**config.mk**
```make
export PLATFORM = sky130hd
export DESIGN_NAME = sort_rd_dma
export DESIGN_NICKNAME = d
export VERILOG_FILES = /design/src/rtl/sort_dma_pkg.sv /design/src/rtl/sort_rd_buf.sv /design/src/rtl/sort_rd_dma.sv
export SDC_FILE = /design/constraint.sdc
export NUM_CORES = 1
export LEC_CHECK = 0
export ABC_AREA = 1
export CELL_PAD_IN_SITES_DETAIL_PLACEMENT = 2
export CELL_PAD_IN_SITES_GLOBAL_PLACEMENT = 2
export CORE_MARGIN = 2
export CORE_UTILIZATION = 40
export CTS_BUF_LIST = sky130_fd_sc_hd__clkbuf_2
export DETAILED_ROUTE_END_ITERATION = 16
export MAX_ROUTING_LAYER = met4
export PLACE_DENSITY = 0.83
export SYNTH_ARGS = -nofsm -noshare
export SYNTH_HDL_FRONTEND = slang
export SYNTH_HIERARCHICAL = 1
export SYNTH_SLANG_ARGS = --single-unit
```
**constraint.sdc**
```tcl
create_clock -name clk -period 8.6 [get_ports clk]
set_clock_uncertainty 0.15 [all_clocks]
set_input_delay 1.72 -clock clk [delete_from_list [all_inputs] [get_ports clk]]
set_output_delay 1.72 -clock clk [all_outputs]
set_load 0.01 [all_outputs]
```
**src/rtl/sort_dma_pkg.sv**
```systemverilog
// Shared types and constants for the sort accelerator's read-side DMA stage.
package sort_dma_pkg;

    typedef enum logic [1:0] {
        ST_IDLE  = 2'd0,
        ST_REQ   = 2'd1,
        ST_DRAIN = 2'd2,
        ST_DONE  = 2'd3
    } dma_state_e;

    localparam int WORD_BYTES       = 8;
    localparam int WORDS_PER_RECORD = 2;
    localparam int DEFAULT_ADDR_W   = 32;
    localparam int DEFAULT_LEN_W    = 19;

endpackage

```
**src/rtl/sort_rd_buf.sv**
```systemverilog
// In-order word buffer feeding the accelerator; the head word is kept in a
// register so odata/rdy come straight from flops.
module sort_rd_buf #(
    parameter int DATA_W = 64,
    parameter int DEPTH  = 8
) (
    input  logic                     clk,
    input  logic                     rst_n,
    input  logic                     wr_en,
    input  logic [DATA_W-1:0]        wr_data,
    input  logic                     pop,
    output logic [DATA_W-1:0]        head,
    output logic                     not_empty,
    output logic                     full,
    output logic [$clog2(DEPTH):0]   count
);
    localparam int PW = $clog2(DEPTH);
    localparam int CW = PW + 1;

    logic [DATA_W-1:0] mem_q [DEPTH];
    logic [PW-1:0]     rd_ptr_q, rd_ptr_d;
    logic [PW-1:0]     wr_ptr_q, wr_ptr_d;
    logic [CW-1:0]     count_q, count_d, kept;
    logic [DATA_W-1:0] head_q, head_d;
    logic              wr_acc, pop_acc;

    always_comb begin
        pop_acc  = pop && (count_q != '0);
        wr_acc   = wr_en && ((count_q != CW'(DEPTH)) || pop_acc);
        kept     = count_q - CW'(pop_acc);
        count_d  = kept + CW'(wr_acc);
        rd_ptr_d = rd_ptr_q + PW'(pop_acc);
        wr_ptr_d = wr_ptr_q + PW'(wr_acc);
        // Words surviving the pop take priority; an empty buffer takes the
        // incoming word directly so it is visible one cycle after arrival.
        head_d   = head_q;
        if (kept != '0) begin
            head_d = mem_q[rd_ptr_d];
        end else if (wr_acc) begin
            head_d = wr_data;
        end
    end

    always_ff @(posedge clk) begin
        if (wr_acc) begin
            mem_q[wr_ptr_q] <= wr_data;
        end
    end

    always_ff @(posedge clk or negedge rst_n) begin
        if (!rst_n) begin
            rd_ptr_q <= '0;
            wr_ptr_q <= '0;
            count_q  <= '0;
            head_q   <= '0;
        end else begin
            rd_ptr_q <= rd_ptr_d;
            wr_ptr_q <= wr_ptr_d;
            count_q  <= count_d;
            head_q   <= head_d;
        end
    end

    assign head      = head_q;
    assign not_empty = (count_q != '0);
    assign full      = (count_q == CW'(DEPTH));
    assign count     = count_q;

endmodule

```
**src/rtl/sort_rd_dma.sv**
```systemverilog
// Read-side DMA: fetches 2*num_records words in order, credit-limited so that
// every granted request always has a free buffer slot waiting for its data.
module sort_rd_dma
    import sort_dma_pkg::*;
#(
    parameter int ADDR_W = DEFAULT_ADDR_W,
    parameter int DATA_W = 64,
    parameter int LEN_W  = DEFAULT_LEN_W,
    parameter int DEPTH  = 8
) (
    input  logic              clk,
    input  logic              reset,
    input  logic              start,
    input  logic [ADDR_W-1:0] base_addr,
    input  logic [LEN_W-1:0]  num_records,
    output logic              mem_req,
    output logic [ADDR_W-1:0] mem_addr,
    input  logic              mem_gnt,
    input  logic              mem_rvalid,
    input  logic [DATA_W-1:0] mem_rdata,
    output logic [DATA_W-1:0] odata,
    output logic              rdy,
    input  logic              pop,
    output logic              busy,
    output logic              done,
    output logic              ovf_err,
    output logic [1:0]        dbg_state
);
    localparam int CW   = $clog2(DEPTH) + 1;
    localparam int WL_W = LEN_W + 1;

    dma_state_e        state_q, state_d;
    logic [ADDR_W-1:0] addr_q, addr_d;
    logic [WL_W-1:0]   left_q, left_d;
    logic [CW-1:0]     out_q, out_d;
    logic              busy_q, busy_d;
    logic              done_q, done_d;
    logic              ovf_q, ovf_d;

    logic [CW-1:0]     buf_count, cnt_nxt;
    logic              buf_full;
    logic              credit_ok, gnt_acc, wr_acc, pop_acc;

    // Handshakes: a request transfers when mem_req && mem_gnt in the same
    // cycle; a consumer word transfers when rdy && pop in the same cycle.
    assign credit_ok = ({1'b0, out_q} + {1'b0, buf_count}) < (CW+1)'(DEPTH);
    assign mem_req   = (state_q == ST_REQ) && credit_ok;
    assign gnt_acc   = mem_req && mem_gnt;
    assign wr_acc    = mem_rvalid && !buf_full && (out_q != '0);
    assign pop_acc   = pop && rdy;

    always_comb begin
        state_d = state_q;
        addr_d  = addr_q;
        left_d  = left_q;
        busy_d  = busy_q;
        done_d  = 1'b0;
        ovf_d   = ovf_q || (mem_rvalid && !wr_acc);
        out_d   = out_q + CW'(gnt_acc) - CW'(wr_acc);
        cnt_nxt = buf_count + CW'(wr_acc) - CW'(pop_acc);

        case (state_q)
            ST_IDLE: begin
                if (start) begin
                    addr_d = base_addr;
                    left_d = WL_W'(num_records) * WL_W'(WORDS_PER_RECORD);
                    if (num_records == '0) begin
                        state_d = ST_DONE;
                        done_d  = 1'b1;
                        busy_d  = 1'b0;
                    end else begin
                        state_d = ST_REQ;
                        busy_d  = 1'b1;
                    end
                end
            end
            ST_REQ: begin
                if (gnt_acc) begin
                    addr_d = addr_q + ADDR_W'(WORD_BYTES);
                    left_d = left_q - WL_W'(1);
                    if (left_q == WL_W'(1)) begin
                        state_d = ST_DRAIN;
                    end
                end
            end
            ST_DRAIN: begin
                // Look at next-cycle occupancy so done lands right after the last pop.
                if (out_d == '0 && cnt_nxt == '0) begin
                    state_d = ST_DONE;
                    done_d  = 1'b1;
                    busy_d  = 1'b0;
                end
            end
            default: begin
                state_d = ST_IDLE;
            end
        endcase
    end

    always_ff @(posedge clk or negedge reset) begin
        if (!reset) begin
            state_q <= ST_IDLE;
            addr_q  <= '0;
            left_q  <= '0;
            out_q   <= '0;
            busy_q  <= 1'b0;
            done_q  <= 1'b0;
            ovf_q   <= 1'b0;
        end else begin
            state_q <= state_d;
            addr_q  <= addr_d;
            left_q  <= left_d;
            out_q   <= out_d;
            busy_q  <= busy_d;
            done_q  <= done_d;
            ovf_q   <= ovf_d;
        end
    end

    sort_rd_buf #(
        .DATA_W (DATA_W),
        .DEPTH  (DEPTH)
    ) u_buf (
        .clk       (clk),
        .rst_n     (reset),
        .wr_en     (wr_acc),
        .wr_data   (mem_rdata),
        .pop       (pop),
        .head      (odata),
        .not_empty (rdy),
        .full      (buf_full),
        .count     (buf_count)
    );

    assign mem_addr  = addr_q;
    assign busy      = busy_q;
    assign done      = done_q;
    assign ovf_err   = ovf_q;
    assign dbg_state = state_q;

endmodule

```
* After elaboration in Yosys (flattened, before gate mapping)
Memories as Yosys holds them, arrays and structs flattened. Cells that the tools add are included.
Storage, ports and cells: bits in registers 135, memories kept 1, output and inout bits 103, memory bits (writable) 512, input bits 121
Memory list:
- u_buf.mem_q | depth 8, bits a word 64, rd ports 1, clocked after memory_dff 0, write ports 1, RTL line sort_rd_buf.sv:20 | logic [DATA_W-1:0] mem_q [DEPTH];
Operators by class: $add $sub $neg 11, equality and inequality tests 9, magnitude comparators 1, muxes and demuxes 24, reduce and logical (&&, ||, !) cells 25
Operators with widths (number):
- $mux 64 | 2
- $mux 32 | 2
- $pmux 32 s2 | 1
- $mux 20 | 2
- $pmux 20 s2 | 1
- $add 32x4->32 const B | 1
- $eq 20x1->1 const B | 1
- $sub 20x1->20 const B | 1
- $logic_not 19->1 | 1
- $add 4x1->4 | 3
- $reduce_bool 4->1 | 3
- $sub 4x1->4 | 3
- $mux 2 | 5
- $logic_and 1x1->1 | 8
- $logic_not 4->1 | 2
- $mux 1 | 8
- $add 3x1->3 | 2
- $ne 2x2->1 const B | 3
- $pmux 2 s3 | 1
- $reduce_and 3->1 | 2
- $reduce_bool 2->1 | 3
- $add 4x4->5 | 1
- $lt 5x4->1 const B | 1
- $eq 4x4->1 const B | 1
- 9 further kinds | 12

* Longest topological paths before layout
Gate-level depths: netlist of run 1.
depth after elaboration 10, depth in mapped cells 22, depth with buffers taken out 21

* Cells and area by module
Netlist of run 1, hierarchy kept.
By module, submodules not included:
- sort_rd_buf | sequential area each 17226.5 µm², area an instance 26060.0 µm², cells an instance 2617, times used 1
- sort_rd_dma | sequential area each 1526.5 µm², area an instance 4753.3 µm², cells an instance 771, times used 1

* Worst setup path after synthesis of run 1
Ideal clock, no wire load.
kind input-to-reg, start point input port mem_rvalid, end point memory u_buf.mem_q[0][0] (enable), slack 2488 ps, setup time 486 ps, cell stages on the path 6, data required time 7964 ps, arrival 5476 ps, cell sequence inv_1 a311oi_1 nand2_2 buf_6 or2_2 nor2_1
On the way: longest elaborated chain between the ends 5
RTL lines:
- start, declared | RTL line sort_rd_dma.sv:19 | input logic mem_rvalid,
- $logic_and 1x1->1 (2 in series) | RTL line sort_rd_dma.sv:49 | assign wr_acc = mem_rvalid && !buf_full && (out_q != '0);
- named net wr_acc | RTL line sort_rd_dma.sv:42 | logic credit_ok, gnt_acc, wr_acc, pop_acc;
- $logic_and 1x1->1 | RTL line sort_rd_buf.sv:29 | wr_acc = wr_en && ((count_q != CW'(DEPTH)) || pop_acc);
- $mux 1 | RTL line sort_rd_buf.sv:45 | if (wr_acc) begin
- $mux 1 (implied by the code) | RTL line sort_rd_buf.sv:46 | mem_q[wr_ptr_q] <= wr_data;
- end, declared | RTL line sort_rd_buf.sv:20
The timed path passes the listed nets, and every way through them passes these cells.

* Worst setup path after layout of run 1
start point register state_q[1] (netlist: dbg_state[1]), end point output port mem_req
On the way: longest elaborated chain between the ends 2
RTL lines:
- start, declared | RTL line sort_rd_dma.sv:32 | dma_state_e state_q, state_d;
- start signal, assigned | RTL line sort_rd_dma.sv:110 | state_q <= state_d;
- $eq 2x1->1 | RTL line sort_rd_dma.sv:47 | assign mem_req = (state_q == ST_REQ) && credit_ok;
- $logic_and 1x1->1 | RTL line sort_rd_dma.sv:47
- end, declared | RTL line sort_rd_dma.sv:16 | output logic mem_req,
Every way passes these cells.

==> reports/results.tsv, run 1 <==
stage	metric	value	unit
timing	hold violation total from the final report	0	
cts	TritonCTS Buffers	173	
global_route	initial antenna violation count	13	
timing	Max Transition Viols Final	0	
pwr	peak supply drop	0.4272	mV
placed_design	weighted congestion at the end of routability-driven global placement	0.8770	
pwr	share of power burned in the clock network	17.1	%
timing	fin crit share	71.79	%
worst_setup_path	Worst EP required	6.73	ns
hold_path	worst hold path type	input port to async pin	
timing	maximum achievable frequency	162.0	MHz
worst_setup_path	r2r setup slk	3.98	ns
pwr	sequential share of power	32.1	%
floorplan	x dimension of the die	281.6	um
floorplan	Die Y-Extent	281.6	um
cts	clock tree root driver cell	clkbuf_2	
timing	final setup TNS	0	ns
worst_setup_path	critical path startpoint category	flop	
global_route	met3 capacity usage during global routing	6.762	%
cts	# clock sinks	647	
logic_synthesis	unique cell type count in the Yosys netlist	45	
cells_and_area	final cell count without fillers	4852	
pwr	sw frac	49.67	%
timing	transition time at the pin with the least slew margin	1.426	ns
routing	post-DR wirelength/cell	25.14	um
pwr	net switching component of the power	7.207	mW
logic_synthesis	mean instance size in the synthesized netlist	9.095	um2
global_route	first-pass GRT wire length	183500	um
cells_and_area	area added between synthesis and finish	15.66	%
timing	endpoints failing setup	0	
worst_setup_path	slowest CP cell	buf_4	
worst_setup_path	CP max FO	63	
floorplan	I/O pins	224	
global_route	met2 Usage GRT	54.51	%
worst_setup_path	crit path cell chain	inv_1 -> ha_2 -> buf_4 -> inv_2 -> buf_4 -> nor2_1 -> and2_4 -> and2_1 -> clkdlybuf4s50_1	
pwr	power per cell area	407.2	nW/um2
routing	total via count in the routed design	25700	
placed_design	total of buffers placed on input and output ports	223	
outcome	outcome	finished clean	
worst_setup_path	path type of the worst setup path	flop to output pin	
placed_design	HPWL Detailed	66520	um
global_route	sum of overflow across all layers after global routing	0	
global_route	global-route total usage across every layer	31.83	%
global_route	busiest layer in global routing	met2	
logic_synthesis	cell count after synthesis	3388	
worst_setup_path	CP endpoint kind	output pin	
routing	number of nets still failing antenna checks after routing	0	
floorplan	placeable core region	76080	um2
worst_setup_path	cell with the most instances on the worst path	buf_4	
timing	unrepaired setup endpoints after global routing	no	
cts	clock latency of the later-clocked register in the worst-skew pair	1.45	ns
global_route	pin count of the biggest net entering global routing	229	
global_route	vias in the first global route	29720	
logic_synthesis	share of the yosys chip area belonging to registers	60.86	%
pwr	internal power component	7.304	mW
logic_synthesis	Post-synth top flop	edfxtp_1	
worst_setup_path	worst flop-to-flop path endpoint	u_buf/head[9]$_DFFE_PN0P_	
routing	Starting DRT DRC Count	1897	
routing	routed wire length	122000	um
flow_run	maximum capacitance violations	0	
cts	post-cts gate resize count	0	
cts	Post CTS Setup Buffer Count	0	
worst_setup_path	count of cells along the worst register-to-register path	14	
global_route	global routing met1 resource utilization	36.01	%
routing	DRT Pass-1 Iters	8	
worst_setup_path	critical path's largest stage delay	0.59	ns
placed_design	cell count after placement	4521	
logic_synthesis	Net Count, Synth	3539	
timing	Hold Slack	0.1997	ns
worst_setup_path	endpoint arrival time on the critical path	4.30	ns
floorplan	number of placement rows	101	
worst_setup_path	launching instance or port of the critical path	dbg_state[1]$_DFFE_PN0P_	
cells_and_area	share of post-route cells with drive strength above 1	10.30	%
cells_and_area	net count reported at finish	3817	
timing	Tmin final	6.174	ns
logic_synthesis	Synth async-reset ratio	20.87	%
floorplan	starting density of the core	40.50	%
pwr	Logic pwr share	50.8	%
logic_synthesis	area of the mapped netlist	30810	um2
logic_synthesis	number of register bits inferred by synthesis	647	
cts	Max Root-Sink Buffers	3	
pwr	Leak	16.65	nW
pwr	post-layout power	14.51	mW
cts	clock-pin slew on the worst setup and hold paths	0.13	ns
worst_setup_path	startpoint of the lowest-slack register-to-register path	u_buf/count[3]$_DFF_PN0_	
cts	# H-tree levels	4	
logic_synthesis	number of synthesis warnings	6	
routing	DRC violation count after routing	0	
cts	clock tree from TritonCTS	built	
worst_setup_path	worst setup path endpoint	mem_req	
routing	post-DR vias/cell	5.296	
logic_synthesis	number of synthesized flops with an enable pin	512	
timing	Max-Slew Margin vs Limit	4.923	%
cts	count of hold buffers inserted by post-cts repair	0	
floorplan	full die area	79270	um2
-- through the flow --
stage	instance area [um2]	util (%)	setup WS, ns
6_report	35640	46.85	2.426
3_5_place_dp	33930	44.61	2.633
5_1_grt	35630	46.83	2.202
4_1_cts	35600	46.80	2.330
3_3_place_gp	33930	44.61	2.894
2_1_floorplan	30810	-	2.488
-- placed cells by master, fill, tap and decap left out, types with 3 or more instances in the layout --
master	netlist	layout
nand3_2	41	41
diode_2	0	15
inv_1	707	705
o21ai_1	41	41
buf_12	0	3
xor2_1	10	9
buf_4	8	22
a31oi_1	3	3
nor2_4	2	10
clkbuf_2	1	266
nand3_1	464	464
nor3_1	4	4
nor2_1	149	141
edfxtp_1	512	512
ha_1	28	25
dfrtp_1	135	135
a21oi_1	5	5
nand2_2	6	6
bufinv_16	0	5
nand3b_1	14	14
inv_2	4	7
clkinv_1	0	35
o21ai_0	57	57
clkdlybuf4s50_1	0	222
clkinv_2	0	4
or2_2	8	8
nand2_1	1027	1027
-- cells in the mapped netlist, drive strengths merged (2+ instances only) --
cell	number	area, um2
clkbuf	34	128.9
nand3	507	2768
nor3	5	30.03
nand4	3	25.02
xnor2	3	33.79
buf	111	625.6
nand3b	14	105.1
ha	28	350.3
o31ai	2	15.01
inv	711	2669
a21oi	5	25.02
nand2	1033	3892
fa	2	40.04
o21ai	99	499.2
nor2	154	628.1
xor2	10	87.58
and2	2	15.02
dfrtp	135	3378
a31oi	3	18.77
edfxtp	512	15370
or2	8	50.05
-- layout make-up --
class                           count  area (um2)
Fill cell                        8228       40440
Sequential cell                   647       18750
Multi-Input combinational cell   1885        8755
Inverter                          711        2679
Timing Repair Buffer              248        2459
Clock buffer                      266        1331
Tap cell                         1030        1289
Clock inverter                     50       336.6
Antenna cell                       15       37.54
-- worst max-delay path, delay by kind of cell (launching register included) --
kind	cells	cell delay [ns]
adders and majority gates	1	0.18
buffers and inverters	5	1.65
DFF	1	0.48
and+or+nand+nor	3	0.48
-- power by group through the flow --
| stage | combinational [mW] | clock [mW] | sequential [mW] |
|---|---|---|---|
| floorplan | 4.36 | 0 | 4.63 |
| global placement | 6.50 | 0 | 4.62 |
| detailed placement | 7.02 | 0 | 4.68 |
| CTS | 7.34 | 2.55 | 4.65 |
| global route | 8.04 | 2.69 | 4.71 |
| finish | 7.37 | 2.49 | 4.65 |
-- state kept, by name (all words and copies together) (netlist names) --
register and flops:
busy 1, dbg_state 2, done 1, left_q 20
mem_addr 32, out_q 4, ovf_err 1, u_buf/count 4
u_buf/head 64, u_buf/mem_q 512, u_buf/rd_ptr_q 3, u_buf/wr_ptr_q 3
-- worst min-delay path by stage --
stage | slack [ns] | cells past startpoint | to | start
after global placement | 0.32 | 2 | busy$_DFFE_PN0P_ | busy$_DFFE_PN0P_
after global routing | 0.20 | 1 | u_buf/head[26]$_DFFE_PN0P_ | reset
after CTS | 0.16 | 1 | u_buf/head[36]$_DFFE_PN0P_ | reset
after detailed placement | 0.33 | 2 | busy$_DFFE_PN0P_ | busy$_DFFE_PN0P_
final | 0.20 | 1 | u_buf/head[36]$_DFFE_PN0P_ | reset
after floorplan | 0.31 | 2 | left_q[17]$_DFFE_PN0P_ | left_q[17]$_DFFE_PN0P_
-- cell families after synthesis --
family                     share of synthesized area, %
DFF                                               60.86
muxes                                           0.03249
adders and majority gates                         1.267
and+or+nand+nor                                   24.40
buffers and inverters                             11.11
AOI/OAI and AO/OA                                 1.933
xor gates and xnor gates                         0.3939
-- per-layer routing --
layer / vias up / wire length [um]
li1: 11290 / -
met1: 13250 / 48090
met2: 880 / 63440
met3: 272 / 6555
met4: 0 / 3890
met5: - / 0
Note: power is estimated with default switching activity, not from simulation.
==> run 2, diff against run 1 <==
--- a/config.mk
+++ b/config.mk
@@ -9,11 +9,11 @@
 export CELL_PAD_IN_SITES_DETAIL_PLACEMENT = 2
 export CELL_PAD_IN_SITES_GLOBAL_PLACEMENT = 2
 export CORE_MARGIN = 2
-export CORE_UTILIZATION = 40
+export CORE_UTILIZATION = 38
 export CTS_BUF_LIST = sky130_fd_sc_hd__clkbuf_2
 export DETAILED_ROUTE_END_ITERATION = 16
 export MAX_ROUTING_LAYER = met4
-export PLACE_DENSITY = 0.83
+export PLACE_DENSITY = 0.8
 export SYNTH_ARGS = -nofsm -noshare
 export SYNTH_HDL_FRONTEND = slang
 export SYNTH_HIERARCHICAL = 1
==> constraint.sdc (replaced) <==
create_clock -name clk -period 5.8 [get_ports clk]
set_clock_uncertainty 0.15 [all_clocks]
set_input_delay 1.16 -clock clk [delete_from_list [all_inputs] [get_ports clk]]
set_output_delay 1.16 -clock clk [all_outputs]
set_load 0.01 [all_outputs]
==> run 2 against run 1 <==
  * Via count fell by 3.6%
  * Sequential share of layout area fell by 0.48 points
  * Critical path depth fell by 2
  * Cell count rose by 0.91%
  * Wire length fell by 11%
  * Count of clock-buffer cells in the layout rose by 7
  * Core utilization fell by 2.1 points
  * First-iteration DRC count fell by 33%
  * Global-route usage fell by 4.5 points
  * Critical path type unchanged
==> reports/results.tsv, run 2 (synthesis results as in run 1) <==
stage	metric	value	unit	change
worst_setup_path	critical path startpoint category	flop		
worst_setup_path	path type of the worst setup path	flop to output pin		
timing	endpoints failing setup	0		unchanged
timing	unrepaired setup endpoints after global routing	no		
pwr	post-layout power	20.97	mW	+45%
cts	clock tree root driver cell	clkbuf_2		
timing	fin crit share	86.19	%	
worst_setup_path	critical path's largest stage delay	0.61	ns	+0.02 ns
worst_setup_path	startpoint of the lowest-slack register-to-register path	dbg_state[1]$_DFFE_PN0P_		
flow_run	maximum capacitance violations	0		unchanged
floorplan	placeable core region	80420	um2	+5.7%
cells_and_area	post-route cell area	35970	um2	+0.93%
routing	routed wire length	108900	um	-11%
worst_setup_path	launching instance or port of the critical path	dbg_state[1]$_DFFE_PN0P_		
pwr	peak supply drop	0.6555	mV	+53%
routing	number of nets still failing antenna checks after routing	0		unchanged
worst_setup_path	worst flop-to-flop path endpoint	dbg_state[0]$_DFFE_PN0P_		
global_route	initial antenna violation count	10		-3
worst_setup_path	count of cells along the worst register-to-register path	20		+6
floorplan	starting density of the core	38.32	%	-2.2 points
global_route	pin count of the biggest net entering global routing	199		-13%
floorplan	x dimension of the die	288.8	um	+2.6%
cts	clock tree from TritonCTS	built		
worst_setup_path	Worst EP required	4.49	ns	-2.24 ns
timing	final setup TNS	0	ns	unchanged
floorplan	Die Y-Extent	288.8	um	+2.6%
cts	clock-pin slew on the worst setup and hold paths	0.11	ns	-0.02 ns
cells_and_area	share of post-route cells with drive strength above 1	10.73	%	+0.43 points
cts	clock latency of the later-clocked register in the worst-skew pair	1.47	ns	+0.02 ns
timing	Tmin final	4.999	ns	
worst_setup_path	CP max FO	44		-30%
worst_setup_path	crit path cell chain	inv_1 -> ha_2 -> inv_2 -> nor2_1 -> and2_4 -> and2_1 -> clkdlybuf4s50_1		
timing	Max Transition Viols Final	0		unchanged
routing	post-DR vias/cell	5.058		-4.5%
cells_and_area	area added between synthesis and finish	16.74	%	
placed_design	weighted congestion at the end of routability-driven global placement	0.8462		-3.5%
cells_and_area	final cell count without fillers	4896		+0.91%
global_route	global-route total usage across every layer	27.30	%	-4.5 points
placed_design	setup slack at placement	1.151	ns	-1.482 ns
cts	TritonCTS Buffers	175		+1.2%
cells_and_area	largest register by flop count	u_buf/mem_q		
placed_design	total of buffers placed on input and output ports	223		unchanged
routing	DRC violation count after routing	0		unchanged
worst_setup_path	CP endpoint kind	output pin		
floorplan	full die area	83380	um2	+5.2%
pwr	Leak	16.78	nW	+0.81%
global_route	first-pass GRT wire length	167400	um	-8.8%
cells_and_area	most common library cell in the layout ignoring fill and taps	nand2_1		
timing	hold violation total from the final report	0		unchanged
routing	post-DR wirelength/cell	22.25	um	-11%
cts	# H-tree levels	4		unchanged
timing	min setup slack post-route	0.8008	ns	-1.626 ns
cts	# clock sinks	647		unchanged
cts	Max Root-Sink Buffers	3		unchanged
placed_design	area post-placement	34220	um2	+0.86%
routing	Starting DRT DRC Count	1280		-33%
timing	Hold Slack	0.1187	ns	-0.08097 ns
timing	maximum achievable frequency	200.0	MHz	
timing	Max-Slew Margin vs Limit	25.66	%	+21 points
routing	total via count in the routed design	24760		-3.6%
cells_and_area	net count reported at finish	3833		+0.42%
cells_and_area	filler cell count in the final layout	8841		+7.5%
cts	Post CTS Setup Buffer Count	0		unchanged
placed_design	cell count after placement	4563		+0.93%
cells_and_area	Final Util	44.73	%	-2.1 points
timing	transition time at the pin with the least slew margin	1.115	ns	-0.3110 ns
cells_and_area	most frequent cells in the layout	nand2_1 (1027), inv_1 (705), edfxtp_1 (512), nand3_1 (464), clkbuf_2 (273)		
floorplan	number of placement rows	104		+3.0%
global_route	vias in the first global route	28620		-3.7%
floorplan	I/O pins	224		unchanged
worst_setup_path	slowest CP cell	inv_2		
placed_design	HPWL Detailed	64740	um	-2.7%
worst_setup_path	endpoint arrival time on the critical path	3.69	ns	-0.61 ns
outcome	outcome	finished clean		
routing	DRT Pass-1 Iters	5		-3
pwr	power per cell area	583.0	nW/um2	+43%
hold_path	worst hold path type	input port to async pin		
worst_setup_path	r2r setup slk	1.83	ns	-2.15 ns
cells_and_area	Largest register FFs	512		unchanged
global_route	sum of overflow across all layers after global routing	0		unchanged
==> run 2: cell count changes in the layout (fill, tap and decap cells not counted) <==
cell           delta
clkinv_1          -5
diode_2           -1
buf_4             -1
clkinv_4          +1
clkinv_2          -3
inv_2             -1
dlygate4sd3_1     +2
clkbuf_2          +7
inv_6             +2
buf_12           +13
==> run 2: worst max-delay path: cells and delay by family, from the launching register on <==
family | cells | cell delay [ns]
buffers and inverters | 3 | 1.19
flip-flops | 1 | 0.46
AND/OR/NAND/NOR | 3 | 0.42
adder cells (fa/ha/maj) | 1 | 0.19
==> run 2: routing by layer <==
layer | wire length (um) | vias up | GRT usage, %
li1 | - | 11340 | -
met1 | 43660 | 12710 | 30.76
met2 | 57410 | 530 | 48.05
met3 | 5203 | 187 | 5.640
met4 | 2668 | 0 | 9.278
met5 | 0 | - | -
==> run 2: layout make-up <==
type                    count  area, um2  share of cell area, %
diodes                     14      35.03                0.09739
well taps                1060       1326                  3.687
flip-flops and latches    647      18750                  52.13
clock inverters            44      325.3                 0.9044
repair buffers            262       2731                  7.593
clock buffers             273       1366                  3.798
multi-input cells        1885       8755                  24.34
inverters                 711       2679                  7.447
==> run 2: timing repair <==
item | in CTS | in global routing
gates resized for setup | 0 | 0
hold buffers | 2 | 0
hold endpoints to repair | 48 | 0
==> run 2: worst max path at each step <==
stage / to / slack [ns] / cells past startpoint
CTS: mem_req / 0.64 / 7
finish: mem_req / 0.80 / 7
global route: mem_req / 0.54 / 7
global placement: dbg_state[0]$_DFFE_PN0P_ / 1.28 / 18
detailed placement: dbg_state[0]$_DFFE_PN0P_ / 1.15 / 18
floorplan: u_buf/mem_q[0][0]$_DFFE_PP_ / 0.25 / 6
==> run 2: power breakdown <==
group	switching, mW	total [mW]	internal (mW)
combinational	7.24	10.6	3.35
clock	2.09	3.56	1.47
sequential	0.689	6.82	6.14
total	10.0	21.0	11.0
==> run 3, diff against run 2 <==
==> constraint.sdc (replaced) <==
create_clock -name clk -period 5.8 [get_ports clk]
set_clock_uncertainty 0.15 [all_clocks]
set_input_delay 1.16 -clock clk [delete_from_list [all_inputs] [get_ports clk]]
set_output_delay 1.16 -clock clk [all_outputs]
set_load 0.02 [all_outputs]
==> results of run 3 <==
The final DEF is identical to that of run 2. Status: finished clean.
Among the figures that moved: setup slack after layout 0.8008 ns -> 0.7412 ns; total power 20.97 mW -> 21.24 mW
